`src/rtl/disk_dma_ctrl_pkg.sv`:
```
// Shared definitions for the disk DMA engine and the CPU I/O unit that drives it.
// Provides the controller state encoding, transfer-direction constants and the
// default disk/memory sizes used for range checking.
package disk_dma_ctrl_pkg;

  typedef enum logic [1:0] {
    StIdle,
    StRd,
    StWr,
    StDone
  } dma_state_e;

  localparam logic DIR_LOAD  = 1'b0;  // disk -> memory
  localparam logic DIR_STORE = 1'b1;  // memory -> disk

  localparam int unsigned DEFAULT_DISK_SIZE = 1024;
  localparam int unsigned DEFAULT_MEM_SIZE  = 1024;

endpackage

```
`src/rtl/disk_dma_ctrl.sv`:
```
// Word-copy engine between the disk and main memory.
// One word moves every two cycles: an RD cycle presents the source address, and
// the following WR cycle writes the captured word to the destination.
// Ports:
//   clk_i, rst_i          clock, asynchronous active-high reset
//   start_i               one-cycle request, only honoured in IDLE
//   dir_i                 DIR_LOAD (disk->mem) or DIR_STORE (mem->disk)
//   disk_base_i, mem_base_i, length_i   transfer descriptor, latched at start
//   disk_*_o / disk_rdata_i   disk write enable, address, write data, read data
//   mem_*_o  / mem_rdata_i    memory write enable, address, write data, read data
//   busy_o                high while a request is in flight, including DONE
//   done_o, error_o       completion pulse; error marks a rejected range
//   count_o               words written in the current or last transfer
module disk_dma_ctrl
  import disk_dma_ctrl_pkg::*;
#(
  parameter int unsigned DISK_SIZE = DEFAULT_DISK_SIZE,
  parameter int unsigned MEM_SIZE  = DEFAULT_MEM_SIZE
) (
  input  logic        clk_i,
  input  logic        rst_i,
  input  logic        start_i,
  input  logic        dir_i,
  input  logic [31:0] disk_base_i,
  input  logic [31:0] mem_base_i,
  input  logic [31:0] length_i,
  output logic        disk_we_o,
  output logic [31:0] disk_addr_o,
  output logic [31:0] disk_wdata_o,
  input  logic [31:0] disk_rdata_i,
  output logic        mem_we_o,
  output logic [31:0] mem_addr_o,
  output logic [31:0] mem_wdata_o,
  input  logic [31:0] mem_rdata_i,
  output logic        busy_o,
  output logic        done_o,
  output logic        error_o,
  output logic [31:0] count_o
);

  dma_state_e  state_q, state_d;
  logic        dir_q, dir_d;
  logic [31:0] disk_base_q, disk_base_d;
  logic [31:0] mem_base_q, mem_base_d;
  logic [31:0] len_q, len_d;
  logic [31:0] count_q, count_d;
  logic        error_q, error_d;
  logic        disk_we_q, disk_we_d;
  logic        mem_we_q, mem_we_d;
  logic [31:0] disk_addr_q, disk_addr_d;
  logic [31:0] mem_addr_q, mem_addr_d;
  // The write-data registers double as the one-word transfer buffer.
  logic [31:0] disk_wdata_q, disk_wdata_d;
  logic [31:0] mem_wdata_q, mem_wdata_d;

  logic [32:0] disk_end, mem_end;
  logic        range_err;
  logic [31:0] next_cnt;

  // 33-bit sums so a base+length that wraps 32 bits is still out of range.
  always_comb begin
    disk_end  = {1'b0, disk_base_i} + {1'b0, length_i};
    mem_end   = {1'b0, mem_base_i} + {1'b0, length_i};
    range_err = (disk_end > 33'(DISK_SIZE)) || (mem_end > 33'(MEM_SIZE));
    next_cnt  = count_q + 32'd1;
  end

  // All outputs are registered: the next-state logic computes what the coming
  // cycle presents, so reset clears every output asynchronously.
  always_comb begin
    state_d      = state_q;
    dir_d        = dir_q;
    disk_base_d  = disk_base_q;
    mem_base_d   = mem_base_q;
    len_d        = len_q;
    count_d      = count_q;
    error_d      = error_q;
    disk_we_d    = 1'b0;
    mem_we_d     = 1'b0;
    disk_addr_d  = disk_addr_q;
    mem_addr_d   = mem_addr_q;
    disk_wdata_d = disk_wdata_q;
    mem_wdata_d  = mem_wdata_q;

    case (state_q)
      StIdle: begin
        if (start_i) begin
          dir_d       = dir_i;
          disk_base_d = disk_base_i;
          mem_base_d  = mem_base_i;
          len_d       = length_i;
          count_d     = '0;
          error_d     = 1'b0;
          if (range_err) begin
            state_d = StDone;
            error_d = 1'b1;
          end else if (length_i == '0) begin
            state_d = StDone;
          end else begin
            state_d = StRd;
            if (dir_i == DIR_LOAD) disk_addr_d = disk_base_i;
            else                   mem_addr_d  = mem_base_i;
          end
        end
      end
      StRd: begin
        state_d = StWr;
        if (dir_q == DIR_LOAD) begin
          mem_addr_d  = mem_base_q + count_q;
          mem_wdata_d = disk_rdata_i;
          mem_we_d    = 1'b1;
        end else begin
          disk_addr_d  = disk_base_q + count_q;
          disk_wdata_d = mem_rdata_i;
          disk_we_d    = 1'b1;
        end
      end
      StWr: begin
        count_d = next_cnt;
        if (next_cnt == len_q) begin
          state_d = StDone;
        end else begin
          state_d = StRd;
          if (dir_q == DIR_LOAD) disk_addr_d = disk_base_q + next_cnt;
          else                   mem_addr_d  = mem_base_q + next_cnt;
        end
      end
      StDone: state_d = StIdle;
      default: state_d = StIdle;
    endcase
  end

  always_ff @(posedge clk_i or posedge rst_i) begin
    if (rst_i) begin
      state_q      <= StIdle;
      dir_q        <= DIR_LOAD;
      disk_base_q  <= '0;
      mem_base_q   <= '0;
      len_q        <= '0;
      count_q      <= '0;
      error_q      <= 1'b0;
      disk_we_q    <= 1'b0;
      mem_we_q     <= 1'b0;
      disk_addr_q  <= '0;
      mem_addr_q   <= '0;
      disk_wdata_q <= '0;
      mem_wdata_q  <= '0;
    end else begin
      state_q      <= state_d;
      dir_q        <= dir_d;
      disk_base_q  <= disk_base_d;
      mem_base_q   <= mem_base_d;
      len_q        <= len_d;
      count_q      <= count_d;
      error_q      <= error_d;
      disk_we_q    <= disk_we_d;
      mem_we_q     <= mem_we_d;
      disk_addr_q  <= disk_addr_d;
      mem_addr_q   <= mem_addr_d;
      disk_wdata_q <= disk_wdata_d;
      mem_wdata_q  <= mem_wdata_d;
    end
  end

  assign disk_we_o    = disk_we_q;
  assign mem_we_o     = mem_we_q;
  assign disk_addr_o  = disk_addr_q;
  assign mem_addr_o   = mem_addr_q;
  assign disk_wdata_o = disk_wdata_q;
  assign mem_wdata_o  = mem_wdata_q;
  assign busy_o       = (state_q != StIdle);
  assign done_o       = (state_q == StDone);
  assign error_o      = (state_q == StDone) && error_q;
  assign count_o      = count_q;

endmodule
```
`config.mk`:
```
export PLATFORM = sky130hd
export DESIGN_NAME = disk_dma_ctrl
export DESIGN_NICKNAME = d
export VERILOG_FILES = /design/src/rtl/disk_dma_ctrl_pkg.sv /design/src/rtl/disk_dma_ctrl.sv
export SDC_FILE = /design/constraint.sdc
export NUM_CORES = 1
export LEC_CHECK = 0
export CAP_MARGIN = 10
export CELL_PAD_IN_SITES_DETAIL_PLACEMENT = 1
export CELL_PAD_IN_SITES_GLOBAL_PLACEMENT = 2
export CORE_ASPECT_RATIO = 0.75
export CORE_UTILIZATION = 37
export DETAILED_ROUTE_END_ITERATION = 8
export HOLD_SLACK_MARGIN = 0.06
export PLACE_DENSITY = 0.85
export SLEW_MARGIN = 20
export SYNTH_ARGS = -nofsm -noshare
export SYNTH_HDL_FRONTEND = slang
export SYNTH_SLANG_ARGS = --single-unit
```
`constraint.sdc`:
```
create_clock -name clk_i -period 21.5 [get_ports clk_i]
set_clock_uncertainty 0.05 [all_clocks]
set_input_delay 4.3 -clock clk_i [delete_from_list [all_inputs] [get_ports clk_i]]
set_output_delay 4.3 -clock clk_i [all_outputs]
set_load 0.005 [all_outputs]
```
==> results.yml <==
power:
  netSwitchingPower_mw: 1.19
  total_power_mw: 3.15
  comb_power_share: 0.535
  p_int_mw: 1.95
  power.density_mw_per_mm2: 129
  p_seq_frac: 0.287
  irDropWorstVdd_v: 0.0000817
  p_leak_nw: 10.2
  p_clk_frac: 0.178
  sw_frac_of_total: 0.379
sta:
  hold_ws_ns: 0.444
  final.setup.tns_ns: 0
  setup_viol: 0
  finalHoldViolCount: 0
  tightest_slew_ns: 1.03
  period_minus_slack_ns: 9.10
  max_freq_mhz: 110
  rsz0062_at_grt: "no"
  fin_ws_ns: 12.40
  relSlewSlack: 0.310
  slew_viol_final: 0
  fin_crit_sh: 0.423
clock_tree:
  cts_tree: "done"
  hold_buffers: 0
  cts-root-buf: "clkbuf_16"
  post_cts_buffers: 0
  clock_sinks: 262
  h-tree-depth: 1
  cts_buffer_depth: 3
  cts-resized-gates: 0
  clkTransAtPathRegs_ns: 0.06
  cts_buffers: 31
  clock_latency_ns: 0.62
setup_path:
  critical_path_class: "in -> reg"
  crit_fanout: 32
  critPathSlowestCell: "o21a_4"
  cp_data_required_time_ns: 21.95
  max_stage_delay_ns: 0.58
  start_kind: "input port"
  crit_arrival_ns: 9.56
  crit_chain: "clkdlybuf4s50_1 -> ha_1 -> fa_1 -> a211o_1 -> a21o_1 -> a31oi_2 -> a211oi_1 -> a211oi_1 -> xor2_1 -> o21ai_0 -> nor3_1 -> nand4b_1 -> nor4b_4 -> o21a_4 -> mux2_2"
  critPathCaptureType: "flip-flop"
  cp_common_cell: "a211oi_1"
logic_synthesis:
  yosysUniqueCellTypes: 98
  synth_edf_count: 0
  ys_seq_area_frac: 0.334
  synthArstFlopShare: 1.00
  syn_inst: 1979
  synth_area_per_cell_sq_um: 9.90
  ys.flop_type: "dfrtp_1"
  synth_top_area_share: 0.334
  yosysTopAreaCell: "dfrtp_1"
  syn_area_sq_mm: 0.0196
  synthesis.nets: 2279
  ys_warn_count: 0
  ys_ff_latch: 262
  synthTopCellsByArea: "dfrtp_1 (33%), mux2_2 (13%), ha_1 (8.4%), xnor2_1 (4.8%), a21oi_1 (3.4%)"
drt:
  vias: 17200
  routed_wl_mm: 76.5
  drtAntennaViolNets: 0
  drc: 0
  first_pass_iters: 5
  viasPerCell: 5.75
  drt_iter0_markers: 1150
  wl_per_cell_microns: 25.6
die:
  coreArea_sq_mm: 0.0519
  start_util: 0.378
  ios: 329
  die_h_microns: 201
  dieArea_sq_mm: 0.0539
  num_rows: 72
  die_w_microns: 268
layout:
  layout_common_cells: "clkdlybuf4s50_1 (328), dfrtp_1 (262), mux2_2 (229)"
  utilization: 0.471
  n_fill_cell: 5762
  multi_input_area_sq_mm: 0.0124
  synthToLayoutAreaGrowth_pct: 24.8
  final_common_cell: "clkdlybuf4s50_1"
  fin_nets: 2561
  seq_area_sq_mm: 0.00656
  drive_gt1_frac: 0.159
job:
  drv_cap: 0
place:
  place.gp.congestion: 0.943
  place_ws_ns: 11.87
  dp_hpwl_mm: 60.7
  port_buffers: 328
grt:
  antenna_found_initial: 5
  grt_usage: 0.281
  grt_max_degree: 158
  grt_pass1_wl_mm: 115
  overflow: 0
  grt_pass1_vias: 17900
run_status:
  status: "finished, final reports clean"
hold_path:
  hold_path.class: "reg -> reg"
==> stage by stage <==
stage               area, sq um  instances
finish                    24500       2990
global route              24500       2987
CTS                       24400       2986
detailed placement        23400       2931
global placement          23400       2931
floorplan                 19600       1979
==> critical path: cells and delay by family <==
family          cells  cell delay, ns
compound gates      7            2.27
xor+xnor            1            0.35
fa+ha+maj           2            0.72
buf+inv             1            0.54
mux                 1            0.41
simple gates        3            0.94
==> power groups by stage <==
stage / sequential (mW) / clock, mW / combinational (mW)
final: 0.902 / 0.560 / 1.68
after global routing: 0.927 / 0.589 / 1.80
after CTS: 0.899 / 0.571 / 1.69
after detailed placement: 0.903 / 0 / 1.68
after global placement: 0.888 / 0 / 1.62
after floorplan: 0.852 / 0 / 1.09
==> cell type report <==
cell class / instances / area share
diodes: 4 / 0.000409
clock buffers: 46 / 0.0373
clock inverters: 9 / 0.00552
inverters: 41 / 0.00660
multi-input cells: 1587 / 0.508
flip-flops and latches: 262 / 0.268
well taps: 703 / 0.0360
repair buffers: 338 / 0.138
==> layer usage <==
layer / wire [microns] / track usage / vias up
li1: - / - / 7895
met4: 1630 / 0.0578 / 0
met3: 5680 / 0.0607 / 89
met5: 0 / 0 / -
met2: 33600 / 0.425 / 466
met1: 35500 / 0.409 / 8730
==> cells in the mapped netlist (all sizes together) (23+ instances only) <==
cell type and instances:
ha 132, buf 33, nor4 27, o21bai 30, a211oi 23, nor3 37
o21ai 99, a21oi 135, nand3 50, nor2 114, xnor2 108, xor2 66
nand4 36, mux2 277, clkbuf 54, a21o 58, nand2 139, dfrtp 262
inv 40
==> path summary, 6_finish.rpt <==
kind                               start              end  slack [ns]  cells past startpoint
max                          length_i[0]   mem_addr_o[24]       12.40                     15
min                        mem_addr_o[7]    mem_addr_o[7]        0.44                      1
max reg2reg                   count_o[0]   mem_addr_o[30]       14.69                     19
min reg2reg                mem_addr_o[7]    mem_addr_o[7]        0.44                      1
max in group asynchronous          rst_i  disk_wdata_o[7]       15.80                      3
min in group asynchronous          rst_i    mem_addr_o[5]        4.17                      2
==> flip-flops by register name, indices dropped and copies added (netlist names) <==
| signal | count |
|---|---|
| count_o | 32 |
| dir_q | 1 |
| disk_addr_o | 32 |
| disk_base_q | 32 |
| disk_wdata_o | 32 |
| disk_we_o | 1 |
| error_q | 1 |
| len_q | 32 |
| mem_addr_o | 32 |
| mem_base_q | 32 |
| mem_wdata_o | 32 |
| mem_we_o | 1 |
| state_q | 2 |
==> cell families after synthesis <==
logic type      share of synthesized area
simple gates                        0.131
xor+xnor                           0.0777
fa+ha+maj                          0.0883
mux                                 0.169
compound gates                      0.166
buf+inv                            0.0327
flops                               0.334
Note: power is estimated with default switching activity, not from simulation.
